<file path="config.mk">
export PLATFORM = sky130hd
export DESIGN_NAME = fpu_rr_scheduler_flat
export DESIGN_NICKNAME = d
export VERILOG_FILES = /design/src/rtl/fpu_pkg.sv /design/src/rtl/fpu_rr_scheduler_if.sv /design/src/rtl/fpu_rr_pick.sv /design/src/rtl/fpu_rr_scheduler.sv /design/src/flat_wrapper.sv
export SDC_FILE = /design/constraint.sdc
export NUM_CORES = 1
export LEC_CHECK = 0
export BUFFER_PORTS_ARGS = -buffer_cell sky130_fd_sc_hd__buf_2
export CELL_PAD_IN_SITES_DETAIL_PLACEMENT = 1
export CELL_PAD_IN_SITES_GLOBAL_PLACEMENT = 2
export CORE_ASPECT_RATIO = 1.4
export CORE_UTILIZATION = 26
export DETAILED_ROUTE_END_ITERATION = 6
export MAX_ROUTING_LAYER = met4
export PLACE_DENSITY = 0.79
export SLEW_MARGIN = 20
export SYNTH_ARGS = -nofsm -noshare
export SYNTH_HDL_FRONTEND = slang
export SYNTH_HIERARCHICAL = 1
export SYNTH_SLANG_ARGS = --single-unit
</file>
<file path="constraint.sdc">
create_clock -name clock_100Khz -period 2 [get_ports clock_100Khz]
set_input_delay 0.3 -clock clock_100Khz [delete_from_list [all_inputs] [get_ports clock_100Khz]]
set_output_delay 0.3 -clock clock_100Khz [all_outputs]
set_load 0.02 [all_outputs]
</file>
<file path="src/rtl/fpu_pkg.sv">
// Shared types for the FPU scheduler and the FPU adder it fronts.
package fpu_pkg;

   localparam int FPU_WORD_W = 32;

   // One-hot result status, produced by the FPU and passed through untouched.
   typedef enum logic [3:0] {
      OVERFLOW  = 4'b0001,
      UNDERFLOW = 4'b0010,
      EXACT     = 4'b0100,
      INEXACT   = 4'b1000
   } status_t;

   typedef enum logic [1:0] {
      IDLE    = 2'd0,
      WAIT    = 2'd1,
      RESPOND = 2'd2
   } sched_state_t;

endpackage

</file>
<file path="src/rtl/fpu_rr_scheduler_if.sv">
// Request/response and FPU-side bus of the round-robin FPU scheduler.
// master = requesters + FPU, slave = scheduler.
interface fpu_rr_scheduler_if;
   import fpu_pkg::*;

   logic                  req0_valid;
   logic                  req0_ready;
   logic [FPU_WORD_W-1:0] req0_op_a;
   logic [FPU_WORD_W-1:0] req0_op_b;
   logic                  req1_valid;
   logic                  req1_ready;
   logic [FPU_WORD_W-1:0] req1_op_a;
   logic [FPU_WORD_W-1:0] req1_op_b;

   logic                  rsp0_valid;
   logic                  rsp0_ready;
   logic                  rsp1_valid;
   logic                  rsp1_ready;
   logic [FPU_WORD_W-1:0] rsp_data;
   status_t               rsp_status;
   logic                  busy;

   logic [FPU_WORD_W-1:0] fpu_op_a;
   logic [FPU_WORD_W-1:0] fpu_op_b;
   logic [FPU_WORD_W-1:0] fpu_data;
   status_t               fpu_status;

   modport master (
      output req0_valid, req0_op_a, req0_op_b, req1_valid, req1_op_a, req1_op_b,
      output rsp0_ready, rsp1_ready, fpu_data, fpu_status,
      input  req0_ready, req1_ready, rsp0_valid, rsp1_valid, rsp_data, rsp_status,
      input  busy, fpu_op_a, fpu_op_b
   );

   modport slave (
      input  req0_valid, req0_op_a, req0_op_b, req1_valid, req1_op_a, req1_op_b,
      input  rsp0_ready, rsp1_ready, fpu_data, fpu_status,
      output req0_ready, req1_ready, rsp0_valid, rsp1_valid, rsp_data, rsp_status,
      output busy, fpu_op_a, fpu_op_b
   );

endinterface

</file>
<file path="src/rtl/fpu_rr_pick.sv">
// Two-way round-robin picker: a lone requester wins, a tie goes to the
// requester that was not served last.
module fpu_rr_pick (
   input  logic [1:0] valid,
   input  logic       rr_last,
   output logic       grant_id,
   output logic       grant_vld
);

   // Pick the winner from the current valid pair and the last-served id.
   always_comb begin
      grant_vld = |valid;
      grant_id  = 1'b0;
      case (valid)
         2'b10:   grant_id = 1'b1;
         2'b11:   grant_id = ~rr_last;
         default: grant_id = 1'b0;
      endcase
   end

endmodule

</file>
<file path="src/rtl/fpu_rr_scheduler.sv">
// Shares one fixed-latency FPU adder between two requesters. One operation
// in flight at a time: accept, hold operands for FPU_LATENCY cycles, capture
// the result, and hold it until the granted requester takes it.
module fpu_rr_scheduler
   import fpu_pkg::*;
#(
   parameter  int FPU_LATENCY = 8,
   localparam int CNT_W       = $clog2(FPU_LATENCY + 1)
) (
   input logic               clock_100Khz,
   input logic               reset,
   fpu_rr_scheduler_if.slave bus
);

   localparam logic [CNT_W-1:0] CNT_LAST = CNT_W'(FPU_LATENCY - 1);

   sched_state_t          state;
   logic [CNT_W-1:0]      cnt;
   logic                  rr_last;
   logic                  gnt_id;
   logic [1:0]            rsp_vld;
   logic [FPU_WORD_W-1:0] op_a_q;
   logic [FPU_WORD_W-1:0] op_b_q;
   logic [FPU_WORD_W-1:0] rsp_data_q;
   status_t               rsp_status_q;

   logic                  pick_id;
   logic                  pick_vld;
   logic                  is_idle;
   logic                  rsp_hs;

   fpu_rr_pick u_pick (
      .valid     ({bus.req1_valid, bus.req0_valid}),
      .rr_last   (rr_last),
      .grant_id  (pick_id),
      .grant_vld (pick_vld)
   );

   // Ready only in IDLE and only to the picked requester, so a pick is an accept.
   assign is_idle        = (state == IDLE);
   assign bus.req0_ready = is_idle & pick_vld & ~pick_id;
   assign bus.req1_ready = is_idle & pick_vld &  pick_id;

   // Ready from the requester that is not being answered is masked off here.
   assign rsp_hs = |(rsp_vld & {bus.rsp1_ready, bus.rsp0_ready});

   assign bus.rsp0_valid = rsp_vld[0];
   assign bus.rsp1_valid = rsp_vld[1];
   assign bus.rsp_data   = rsp_data_q;
   assign bus.rsp_status = rsp_status_q;
   assign bus.fpu_op_a   = op_a_q;
   assign bus.fpu_op_b   = op_b_q;
   assign bus.busy       = ~is_idle;

   // Scheduler FSM; operands are registered so the FPU never sees a request path.
   always_ff @(posedge clock_100Khz or negedge reset) begin
      if (!reset) begin
         state        <= IDLE;
         cnt          <= '0;
         rr_last      <= 1'b1;
         gnt_id       <= 1'b0;
         rsp_vld      <= '0;
         op_a_q       <= '0;
         op_b_q       <= '0;
         rsp_data_q   <= '0;
         rsp_status_q <= EXACT;
      end else begin
         case (state)
            IDLE: begin
               if (pick_vld) begin
                  op_a_q <= pick_id ? bus.req1_op_a : bus.req0_op_a;
                  op_b_q <= pick_id ? bus.req1_op_b : bus.req0_op_b;
                  gnt_id <= pick_id;
                  cnt    <= '0;
                  state  <= WAIT;
               end
            end
            WAIT: begin
               cnt <= cnt + CNT_W'(1);
               if (cnt == CNT_LAST) begin
                  rsp_data_q   <= bus.fpu_data;
                  rsp_status_q <= bus.fpu_status;
                  rsp_vld      <= gnt_id ? 2'b10 : 2'b01;
                  state        <= RESPOND;
               end
            end
            RESPOND: begin
               if (rsp_hs) begin
                  rsp_vld <= '0;
                  rr_last <= gnt_id;
                  state   <= IDLE;
               end
            end
            default: state <= IDLE;
         endcase
      end
   end

endmodule

</file>
<file path="src/flat_wrapper.sv">
// flat-port wrapper written by rule: the top's interface ports become plain ports
module fpu_rr_scheduler_flat import fpu_pkg::*;
#(
   parameter  int FPU_LATENCY = 8,
   localparam int CNT_W       = $clog2(FPU_LATENCY + 1)
)
  (clock_100Khz, reset, bus_req0_valid, bus_req0_op_a, bus_req0_op_b, bus_req1_valid, bus_req1_op_a, bus_req1_op_b, bus_rsp0_ready, bus_rsp1_ready, bus_fpu_data, bus_fpu_status, bus_req0_ready, bus_req1_ready, bus_rsp0_valid, bus_rsp1_valid, bus_rsp_data, bus_rsp_status, bus_busy, bus_fpu_op_a, bus_fpu_op_b);
  fpu_rr_scheduler_if bus_i ();
  input logic clock_100Khz;
  input logic reset;
  input wire logic [$bits(bus_i.req0_valid)-1:0] bus_req0_valid;
  input wire logic [$bits(bus_i.req0_op_a)-1:0] bus_req0_op_a;
  input wire logic [$bits(bus_i.req0_op_b)-1:0] bus_req0_op_b;
  input wire logic [$bits(bus_i.req1_valid)-1:0] bus_req1_valid;
  input wire logic [$bits(bus_i.req1_op_a)-1:0] bus_req1_op_a;
  input wire logic [$bits(bus_i.req1_op_b)-1:0] bus_req1_op_b;
  input wire logic [$bits(bus_i.rsp0_ready)-1:0] bus_rsp0_ready;
  input wire logic [$bits(bus_i.rsp1_ready)-1:0] bus_rsp1_ready;
  input wire logic [$bits(bus_i.fpu_data)-1:0] bus_fpu_data;
  input wire logic [$bits(bus_i.fpu_status)-1:0] bus_fpu_status;
  output wire logic [$bits(bus_i.req0_ready)-1:0] bus_req0_ready;
  output wire logic [$bits(bus_i.req1_ready)-1:0] bus_req1_ready;
  output wire logic [$bits(bus_i.rsp0_valid)-1:0] bus_rsp0_valid;
  output wire logic [$bits(bus_i.rsp1_valid)-1:0] bus_rsp1_valid;
  output wire logic [$bits(bus_i.rsp_data)-1:0] bus_rsp_data;
  output wire logic [$bits(bus_i.rsp_status)-1:0] bus_rsp_status;
  output wire logic [$bits(bus_i.busy)-1:0] bus_busy;
  output wire logic [$bits(bus_i.fpu_op_a)-1:0] bus_fpu_op_a;
  output wire logic [$bits(bus_i.fpu_op_b)-1:0] bus_fpu_op_b;
  assign bus_i.req0_valid = bus_req0_valid;
  assign bus_i.req0_op_a = bus_req0_op_a;
  assign bus_i.req0_op_b = bus_req0_op_b;
  assign bus_i.req1_valid = bus_req1_valid;
  assign bus_i.req1_op_a = bus_req1_op_a;
  assign bus_i.req1_op_b = bus_req1_op_b;
  assign bus_i.rsp0_ready = bus_rsp0_ready;
  assign bus_i.rsp1_ready = bus_rsp1_ready;
  assign bus_i.fpu_data = bus_fpu_data;
  assign bus_i.fpu_status = bus_fpu_status;
  assign bus_req0_ready = bus_i.req0_ready;
  assign bus_req1_ready = bus_i.req1_ready;
  assign bus_rsp0_valid = bus_i.rsp0_valid;
  assign bus_rsp1_valid = bus_i.rsp1_valid;
  assign bus_rsp_data = bus_i.rsp_data;
  assign bus_rsp_status = bus_i.rsp_status;
  assign bus_busy = bus_i.busy;
  assign bus_fpu_op_a = bus_i.fpu_op_a;
  assign bus_fpu_op_b = bus_i.fpu_op_b;
  fpu_rr_scheduler #(.FPU_LATENCY(FPU_LATENCY)) u_core (.clock_100Khz(clock_100Khz), .reset(reset), .bus(bus_i));
endmodule
</file>
### Yosys cells after proc, flatten, opt, wreduce, memory -nomap -nowiden

Index checks and enable logic that the tools add are counted.

* equal/unequal tests: 8
* muxes and demuxes: 12
* shift operators: 0
* divide/modulo/power cells: 0
* bitwise gates (word level): 7
* multiply operators: 0
* add/subtract/negate cells: 1
* reductions and logical operators: 11
* $lt $le $gt $ge: 0

Operator list (count)
* $mux W32: 2
* $mux W2: 5
* $pmux W4 S2: 1
* $reduce_and A2 Y1: 4
* $eq A2 B2 Y1 const B: 3
* $ne A2 B1 Y1 const B: 3
* $pmux W2 S3: 1
* $reduce_and A3 Y1: 2
* $add A4 B1 Y4 const B: 1
* $eq A4 B3 Y1 const B: 1
* $mux W4: 1
* $pmux W2 S2: 1
* $reduce_bool A2 Y1: 2
* $reduce_or A2 Y1: 2
* $and A1 B1 Y1: 3
* $not A1 Y1: 3
* $and A2 B2 Y2: 1
* $eq A2 B1 Y1 const B: 1
* $logic_not A2 Y1: 1
* $pmux W1 S2: 1

* word-level logic and storage cells: 48
* input bits: 170
* output and inout bits: 105
* ROM bits: 0
* latch bits: 0
* register bits: 110
* RAM bits: 0
* memories kept: 0

### Longest topological paths before layout

Gate-level depths: netlist (run 1).

* depth in word-level cells: 4
* depth in mapped cells: 7

### Hierarchy

The synthesis (run 1) kept the hierarchy.

Modules (own cells, without submodules)
* fpu_rr_scheduler: cells an instance 402, area an instance 4844.6 sq um, times used 1, sequential area each 2755.1 sq um
* fpu_rr_pick: cells an instance 2, area an instance 13.8 sq um, times used 1, sequential area each 0.0 sq um

### Least setup slack after synthesis (run 1)

OpenSTA, ideal clock, no wires.

* path type: register to output
* from: register u_core.state[1]
* to: output port bus_req0_ready
* path slack: 0.223 ns
* cell stages (with the launch flop): 6
* arrival: 1.477 ns
* path through: dfrtp_1 or3b_1 buf_6 buf_6 buf_6 nor2_1

* cells in the longest elaborated chain, start to end: 3

Ends and longest elaborated chain
* from (decl): RTL line fpu_rr_scheduler.sv:17 `sched_state_t state;`
* from (signal assigned): RTL line fpu_rr_scheduler.sv:58 `state <= IDLE;`
* from (signal assigned): RTL line fpu_rr_scheduler.sv:75 `state <= WAIT;`
* from (signal assigned): RTL line fpu_rr_scheduler.sv:84 `state <= RESPOND;`
* $logic_not A2 Y1: RTL line fpu_rr_scheduler.sv:40 `assign is_idle = (state == IDLE);`
* $and A1 B1 Y1 (2 in series): RTL line fpu_rr_scheduler.sv:41 `assign bus.req0_ready = is_idle & pick_vld & ~pick_id;`
* to (decl): RTL line flat_wrapper.sv:21 `output wire logic [$bits(bus_i.req0_ready)-1:0] bus_req0_ready;`

Every way passes these cells.

### Final worst setup path (run 1)

* from: register u_core.state[0]
* to: output port bus_req0_ready

The elaborated chain is that of the path after synthesis.

==> results.py, run 1 <==
metrics = {
    "final_layout": {
        "area_growth_pct": 40.0,
        "final_cells": 920,
        "drive_above_1_share": 0.512,
        "nNetsFinal": 846,
        "post-route-util": 0.375,
        "diodes": 0,
        "fillers": 2143,
    },
    "synthesis": {
        "ys_warn_count": 6,
        "synth_area_um2": 4860,
        "synth_area_leaders": "dfrtp_1, mux2i_1, mux2_2",
        "ys_top_cells_by_count": "dfrtp_1, nand2_1, mux2i_1",
        "syn_nets": 575,
        "synth_compound_area_frac": 0.0788,
        "synthArstFlopShare": 1.00,
        "synth-adder-area-share": 0.00258,
        "yosys.area_share.simple": 0.0788,
        "ys.flop_type": "dfrtp_1",
        "synthMuxAreaShare": 0.227,
        "synth_cell_type_count": 34,
        "ys_seq_area_frac": 0.567,
        "syn_inst": 404,
        "synth-seq-cells": 110,
        "synth_top_family_by_area": "multiplexers",
        "synth_top_area_cell": "dfrtp_1",
        "synth_area_per_cell_um2": 12.0,
        "synth-xor-area-share": 0.00180,
        "synth.most_common_cell": "dfrtp_1",
        "synth_top_area_share": 0.556,
        "synth_edf_count": 0,
    },
    "sta": {
        "hold_ws_ps": 183,
        "setup_violations": 0,
        "slew_headroom": 0.650,
        "fmax_ghz": 0.519,
        "layout_min_cycle_time_ps": 1930,
        "setup_tns_ps": 0,
        "finalHoldViolations": 0,
        "fin_crit_sh": 0.963,
        "finalMaxSlewViolations": 0,
        "layout_setup_ws_ps": 73.2,
        "skew_ps": 12.2,
        "max_slew.worst_pin.slew_ps": 525,
        "rsz0062_at_grt": "no",
    },
    "cts": {
        "cts_made_buffers": 9,
        "path_clk_slew_ps": 70,
        "cts.sinks": 110,
        "cts-root-buf": "clkbuf_16",
        "htreeDepth": 3,
        "cts.path.max_buffers": 2,
        "cts_tree": "built",
        "postCtsSetupRepairBufs": 0,
        "worstSkewPairLatency_ps": 340,
    },
    "route": {
        "drtIter0Drc": 111,
        "drc": 0,
        "vias": 3928,
        "ant_nets": 0,
        "wl_per_cell_um": 14.6,
        "wirelength_um": 13400,
        "routed_via_density": 4.27,
        "dr.pass1.iters": 2,
    },
    "floorplan": {
        "core_um2": 18100,
        "design.die.area_um2": 19200,
        "io_pins": 275,
        "fp.dieW_um": 118,
        "die_h_um": 164,
        "num_rows": 58,
        "start_util": 0.268,
    },
    "min_path": {
        "min_to": "u_core/bus.rsp_data[31]",
        "hold_path.class": "in -> reg",
        "whs_path_depth": 2,
        "min_from": "bus_fpu_data[31]",
    },
    "power": {
        "irDropWorstVdd_uv": 465,
        "p_int_uw": 6110,
        "pwr-share-seq": 0.377,
        "switching_share": 0.412,
        "p_leak_uw": 0.00363,
        "p_clk_frac": 0.167,
        "power_density_nw_per_um2": 1530,
        "p_comb_frac": 0.456,
        "netSwitchingPower_uw": 4280,
    },
    "critical_path": {
        "regToRegStartpoint": "u_core/cnt[0]",
        "required_ps": 1700,
        "r2r_cells": 5,
        "r2r_setup_slack_ps": 320,
        "critPathLaunchType": "register",
        "crit_path_end_kind": "output pin",
        "r2r_end": "u_core/bus.rsp_data[7]",
        "cp-startpoint": "u_core/state[0]",
        "crit_type": "reg -> out",
        "cp_max_fo": 7,
        "critPathArrivalTime_ps": 1630,
    },
    "grt": {
        "grt_use_total": 0.145,
        "overflow": 0,
        "grt_max_degree": 99,
        "grt_pass1_wl_um": 21300,
        "antenna_found_initial": 0,
        "grt_pass1_vias": 4294,
    },
    "placement": {
        "place_inst": 903,
        "io_buffers": 274,
        "dp_hpwl_um": 10500,
        "post-place-ws_ps": 325,
        "place_congestion": 0.777,
    },
    "status": {
        "status": "finished, final reports clean",
    },
    "run": {
        "maxCapViolCount": 0,
    },
}
[through the flow]
| stage | total power, uW | instance area, um2 |
|---|---|---|
| after global placement | 8590 | 6500 |
| after global routing | 11100 | 6800 |
| final | 10400 | 6800 |
| after floorplan | 6990 | 4860 |
| after detailed placement | 8800 | 6500 |
| after CTS | 10600 | 6800 |
[how the worst max path moves through the flow]
| stage | depth (start not counted) | end |
|---|---|---|
| global placement | 5 | bus_req0_ready |
| floorplan | 5 | bus_req0_ready |
| global route | 3 | bus_req0_ready |
| detailed placement | 5 | bus_req0_ready |
| CTS | 3 | bus_req0_ready |
| finish | 3 | bus_req0_ready |
[layer usage]
metal	routed length (um)	global-route usage
met1	5170	0.153
met2	7230	0.267
met3	793	0.0337
met4	205	0.0484
met5	0	-
[critical path, stage by stage (launching register included)]
cell	delay, ps
dfrtp_1	450
or3b_4	470
nor2_1	160
buf_2	200
[cell families (layout without fill, tap and decap cells)]
family	after synthesis	after routing
simple gates	87	87
mux	103	103
flops	110	110
xor+xnor	1	1
buf+inv	27	303
fa+ha+maj	1	1
compound gates	75	75
[cells in the final DEF (no fill, tap or decap), drive strengths merged, types with 2 or more instances in the layout]
cell / netlist / final
nand2b: 2 / 2
a21oi: 3 / 3
dfstp: 2 / 2
nand2: 70 / 70
inv: 0 / 3
mux2i: 66 / 66
nor2: 2 / 2
buf: 20 / 286
dfrtp: 108 / 108
nand3: 3 / 3
o21ai: 69 / 69
clkbuf: 7 / 11
or2: 2 / 2
clkinv: 0 / 2
mux2: 37 / 37
and2: 2 / 2
[power by group through the flow]
stage	registers [uW]	clock network [uW]	logic, uW
after floorplan	5130	0	1860
after CTS	3940	1810	4830
after global placement	3890	0	4700
final	3910	1730	4740
after detailed placement	3960	0	4840
after global routing	4070	1920	5160
[cell type report]
type / count / area, um2 / area share
Sequential cell: 110 / 2760 / 0.405
Multi-Input combinational cell: 267 / 1900 / 0.280
Timing Repair Buffer: 287 / 1550 / 0.228
Tap cell: 240 / 300 / 0.0442
Clock buffer: 11 / 253 / 0.0372
Clock inverter: 5 / 38.8 / 0.00570
[timing repair]
action / 4_1_cts / 5_1_grt
hold buffers: 1 / 0
endpoints found under the hold margin: 12 / 0
resized for setup: 0 / 1
setup endpoints to repair: 0 / 1
[state kept, by name, summed over array words and instances (netlist names)]
register	count
u_core/bus.fpu_op_a	32
u_core/cnt	4
u_core/rsp_vld	2
u_core/rr_last	1
u_core/state	2
u_core/bus.rsp_data	32
u_core/bus.rsp_status	4
u_core/bus.fpu_op_b	32
u_core/gnt_id	1
Power figures use the tool's default switching activity.
==> run 2: changes to the inputs <==
--- a/config.mk
+++ b/config.mk
@@ -11,6 +11,7 @@
 export CORE_ASPECT_RATIO = 1.4
 export CORE_UTILIZATION = 26
 export DETAILED_ROUTE_END_ITERATION = 6
+export GPL_TIMING_DRIVEN = 0
 export MAX_ROUTING_LAYER = met4
 export PLACE_DENSITY = 0.79
 export SLEW_MARGIN = 20
==> constraint.sdc (replaced) <==
create_clock -name clock_100Khz -period 2 [get_ports clock_100Khz]
set_input_delay 0.2 -clock clock_100Khz [delete_from_list [all_inputs] [get_ports clock_100Khz]]
set_output_delay 0.2 -clock clock_100Khz [all_outputs]
set_load 0.02 [all_outputs]
==> run 2 against run 1 <==
Net effect: utilization is 0.56 points higher; hold slack worse by 99 ps; highest routed layer unchanged; largest power group unchanged; worst setup slack better by 22 ps.
==> results.py, run 2 (synthesized netlist as in run 1, its figures left out) <==
metrics = {
    "floorplan": {
        "fp.dieW_um": 118,
        "start_util": 0.268,
        "core_um2": 18100,
        "die_h_um": 164,
        "io_pins": 275,
        "design.die.area_um2": 19200,
        "num_rows": 58,
    },
    "route": {
        "dr.pass1.iters": 2,
        "ant_nets": 0,
        "wirelength_um": 14500,
        "drtIter0Drc": 108,
        "routed_via_density": 4.39,
        "drc": 0,
        "wl_per_cell_um": 15.5,
        "vias": 4123,
    },
    "cts": {
        "cts.path.max_buffers": 2,
        "cts_tree": "built",
        "path_clk_slew_ps": 80,
        "htreeDepth": 3,
        "worstSkewPairLatency_ps": 340,
        "cts.sinks": 110,
        "cts-root-buf": "clkbuf_16",
        "cts_made_buffers": 9,
    },
    "grt": {
        "grt_max_degree": 61,
        "overflow": 0,
        "grt_pass1_vias": 4592,
        "grt_use_total": 0.160,
        "grt_pass1_wl_um": 23500,
        "antenna_found_initial": 0,
    },
    "final_layout": {
        "final_cell_mix": "buf_2, dfrtp_1, nand2_1",
        "fillers": 2152,
        "multi_input_area_um2": 1890,
        "area_growth_pct": 42.1,
        "diodes": 0,
        "drive_above_1_share": 0.525,
        "mostFrequentLayoutCell": "buf_2",
        "nNetsFinal": 865,
        "seq_area_um2": 2760,
    },
    "sta": {
        "rsz0062_at_grt": "no",
        "setup_tns_ps": 0,
        "finalMaxSlewViolations": 0,
        "fin_crit_sh": 0.952,
        "slew_headroom": 0.674,
        "setup_violations": 0,
        "layout_min_cycle_time_ps": 1900,
        "skew_ps": 11.1,
        "finalHoldViolations": 0,
        "max_slew.worst_pin.slew_ps": 489,
        "fmax_ghz": 0.525,
    },
    "critical_path": {
        "slowest_delay_ps": 540,
        "crit_type": "reg -> out",
        "cp_max_fo": 10,
        "cp-startpoint": "u_core/rr_last",
        "crit_path_end_kind": "output pin",
        "required_ps": 1800,
        "critPathLaunchType": "register",
        "worstPathCellList": "a21boi_1 -> clkbuf_2 -> buf_6 -> buf_6 -> nor2_1 -> buf_4",
        "critPathMostFrequentCell": "buf_6",
        "regToRegStartpoint": "u_core/cnt[1]",
        "slowest_stage": "dfstp_2",
        "critPathArrivalTime_ps": 1700,
    },
    "placement": {
        "dp_hpwl_um": 11800,
        "place_congestion": 0.775,
        "io_buffers": 274,
    },
    "min_path": {
        "min_from": "bus_fpu_data[25]",
        "hold_path.class": "in -> reg",
    },
    "run": {
        "maxCapViolCount": 0,
    },
    "power": {
        "p_total_uw": 10600,
        "power_density_nw_per_um2": 1530,
        "irDropWorstVdd_uv": 471,
        "p_leak_uw": 0.00370,
    },
    "status": {
        "status": "finished, final reports clean",
    },
}
## run 2: cell types whose count changed in the layout (fill, tap and decap cells not counted), sizes merged
cell    change
buf        +12
clkbuf      +6
clkinv      +1
## run 2: repair_timing
| item | in CTS | in global routing |
|---|---|---|
| buffers inserted | 2 | 2 |
| resized for setup | 6 | 4 |
| cloned | 0 | 0 |
| endpoints found under the setup margin | 1 | 1 |
| hold buffers | 1 | 0 |
| endpoints found under the hold margin | 48 | 0 |
## run 2: worst paths after layout
kind / to / depth (start not counted) / slack (ps)
worst max-delay path: bus_req0_ready / 6 / 100
worst min-delay path: u_core/bus.rsp_data[25] / 2 / 80
worst max register to register: u_core/bus.rsp_data[27] / 6 / 280
worst min register to register: u_core/bus.fpu_op_b[29] / 2 / 480
max in group asynchronous: u_core/bus.fpu_op_b[12] / 3 / 950
min in group asynchronous: u_core/bus.rsp_data[31] / 2 / 380
## run 2: layout make-up
cell class / count / share of cell area
Buffer: 26 / 0.0321
Tap cell: 240 / 0.0435
Multi-Input combinational cell: 267 / 0.274
Sequential cell: 110 / 0.399
Timing Repair Buffer: 280 / 0.210
Clock buffer: 10 / 0.0346
Clock inverter: 6 / 0.00634
## run 2: where the power goes
part           switching [uW]  leakage [uW]  internal (uW)
registers                 577       0.00135           3320
logic                    3000       0.00220           1970
clock network             823      0.000145            892
## run 2: per-stage QoR
stage | std cells | instance area, um2 | hold slack, ps | worst slack, ps | util
finish | 939 | 6900 | 84.4 | 95.3 | 0.380
global route | 939 | 6900 | 66.0 | 4.26 | 0.380
CTS | 937 | 6880 | 65.9 | 23.4 | 0.379
detailed placement | 919 | 6560 | 183 | 179 | 0.362
global placement | 918 | 6530 | 434 | -526 | 0.360
floorplan | 404 | 4860 | -95.6 | 323 | -
## run 2: metal layers
| metal | wire (um) | global-route usage |
|---|---|---|
| met1 | 5640 | 0.170 |
| met2 | 7770 | 0.291 |
| met3 | 787 | 0.0340 |
| met4 | 323 | 0.0571 |
| met5 | 0 | - |
## run 2: critical path: cells and delay by family, from the launching register on
kind,cells,cell delay (ps)
AO/OA/AOI/OAI,1,60
buffers and inverters,4,640
flip-flops,1,540
AND/OR/NAND/NOR,1,130
==> run 3: changes to the inputs <==
==> constraint.sdc (replaced) <==
create_clock -name clock_100Khz -period 2 [get_ports clock_100Khz]
set_input_delay 0.2 -clock clock_100Khz [delete_from_list [all_inputs] [get_ports clock_100Khz]]
set_output_delay 0.2 -clock clock_100Khz [all_outputs]
set_load 0.05 [all_outputs]
==> run 3 against run 2 <==
Net effect: cell count shrank 0.21%; total power is 22% higher; clock power grew 4%; via count is 0.34% lower; critical path type unchanged; sequential share of layout area is essentially flat; worst setup slack worse by 47 ps.
==> results.py, run 3 (synthesized netlist as in run 1, its figures left out) <==
metrics = {
    "cts": {
        "cts_tree": "built",
        "cts_made_buffers": 9,
        "cts-root-buf": "clkbuf_16",
        "path_clk_slew_ps": 80,
        "cts.sinks": 110,
        "worstSkewPairLatency_ps": 350,
        "htreeDepth": 3,
        "cts.path.max_buffers": 2,
    },
    "grt": {
        "grt_pass1_wl_um": 23800,
        "grt_pass1_vias": 4671,
        "antenna_found_initial": 0,
        "grt_max_degree": 57,
        "overflow": 0,
        "grt_use_total": 0.163,
    },
    "final_layout": {
        "final_cell_mix": "buf_2, dfrtp_1, nand2_1",
        "post-route-util": 0.381,
        "nNetsFinal": 863,
        "drive_above_1_share": 0.525,
        "diodes": 0,
        "area_growth_pct": 42.2,
        "fillers": 2148,
        "mostFrequentLayoutCell": "buf_2",
    },
    "critical_path": {
        "critPathArrivalTime_ps": 1750,
        "critPathLaunchType": "register",
        "critPathMostFrequentCell": "buf_6",
        "r2r_cells": 6,
        "cp_max_fo": 17,
        "slowest_delay_ps": 420,
        "r2r_end": "u_core/bus.rsp_data[25]",
        "crit_path_end_kind": "output pin",
        "worstPathCellList": "or3b_4 -> buf_12 -> buf_6 -> nor2_2 -> buf_6",
        "cp-startpoint": "u_core/state[0]",
        "required_ps": 1800,
        "slowest_stage": "dfrtp_2",
        "setup.worst_path.end": "bus_req0_ready",
        "regToRegStartpoint": "u_core/cnt[0]",
        "crit_type": "reg -> out",
        "r2r_setup_slack_ps": 240,
    },
    "sta": {
        "setup_violations": 0,
        "finalMaxSlewViolations": 0,
        "skew_ps": 9.25,
        "layout_min_cycle_time_ps": 1950,
        "max_slew.worst_pin.slew_ps": 552,
        "finalHoldViolations": 0,
        "slew_headroom": 0.632,
        "fin_crit_sh": 0.976,
        "fmax_ghz": 0.512,
        "hold_ws_ps": 79.7,
    },
    "route": {
        "wirelength_um": 14900,
        "wl_per_cell_um": 15.9,
        "drtIter0Drc": 59,
        "routed_via_density": 4.39,
        "ant_nets": 0,
        "dr.pass1.iters": 4,
        "drc": 0,
        "vias": 4109,
    },
    "power": {
        "p_leak_uw": 0.00368,
        "power_density_nw_per_um2": 1870,
        "irDropWorstVdd_uv": 706,
    },
    "floorplan": {
        "die_h_um": 164,
        "num_rows": 58,
        "start_util": 0.268,
        "fp.dieW_um": 118,
        "design.die.area_um2": 19200,
        "io_pins": 275,
        "core_um2": 18100,
    },
    "status": {
        "status": "finished, final reports clean",
    },
    "run": {
        "maxCapViolCount": 0,
    },
    "min_path": {
        "hold_path.class": "in -> reg",
        "min_from": "bus_fpu_status[1]",
    },
    "placement": {
        "place_congestion": 0.778,
        "io_buffers": 274,
        "dp_hpwl_um": 11900,
    },
}
==> run 3: layout make-up <==
| class | count | area [um2] | share of cell area |
|---|---|---|---|
| sequential | 110 | 2760 | 0.399 |
| tap | 240 | 300 | 0.0435 |
| timing repair buffer | 278 | 1440 | 0.208 |
| clock inverter | 6 | 53.8 | 0.00779 |
| multi-input combinational | 267 | 1900 | 0.274 |
| buffer | 26 | 225 | 0.0326 |
| clock buffer | 10 | 239 | 0.0346 |
==> run 3: what timing repair did <==
| item | CTS | global route |
|---|---|---|
| endpoints found under the hold margin | 53 | 0 |
| resized for setup | 7 | 5 |
| setup endpoints to repair | 1 | 2 |
| hold buffers | 1 | 0 |
| setup buffers | 2 | 0 |
==> run 3: per-stage QoR <==
step / setup WS (ps) / setup TNS, ps / cells / instance area, um2 / power, uW
2_1_floorplan: 192 / 0 / 404 / 4860 / 9300
6_report: 48.1 / 0 / 937 / 6910 / 13000
3_5_place_dp: 29.3 / 0 / 919 / 6570 / 11300
4_1_cts: 14.7 / 0 / 937 / 6890 / 13100
5_1_grt: -14.8 / -14.8 / 937 / 6910 / 13700
3_3_place_gp: -564 / -59560 / 918 / 6530 / 11100
==> run 3: where the power goes <==
group	internal [uW]	switching, uW
clock network	901	871
registers	3310	556
logic	1960	5350
==> run 3: worst min-delay path by stage <==
stage / to / slack [ps] / depth (start not counted)
2_1_floorplan: u_core/bus.fpu_op_a[0] / -100 / 0
3_3_place_gp: u_core/bus.rsp_data[27] / 430 / 2
3_5_place_dp: u_core/bus.rsp_data[3] / 210 / 1
4_1_cts: u_core/bus.rsp_status[1] / 60 / 2
5_1_grt: u_core/bus.rsp_data[29] / 60 / 2
6_report: u_core/bus.rsp_status[1] / 80 / 2
==> run 3: metal layers <==
metal / vias up / routed length [um] / global-route usage
li1: 1968 / - / -
met1: 1955 / 5840 / 0.175
met2: 170 / 7990 / 0.298
met3: 16 / 807 / 0.0292
met4: 0 / 249 / 0.0600
met5: - / 0 / -
==> run 3: worst max-delay path, delay by kind of cell (launching register included) <==
kind | cells | cell delay (ps)
flip-flops | 1 | 420
AND/OR/NAND/NOR | 2 | 510
buffers and inverters | 3 | 480
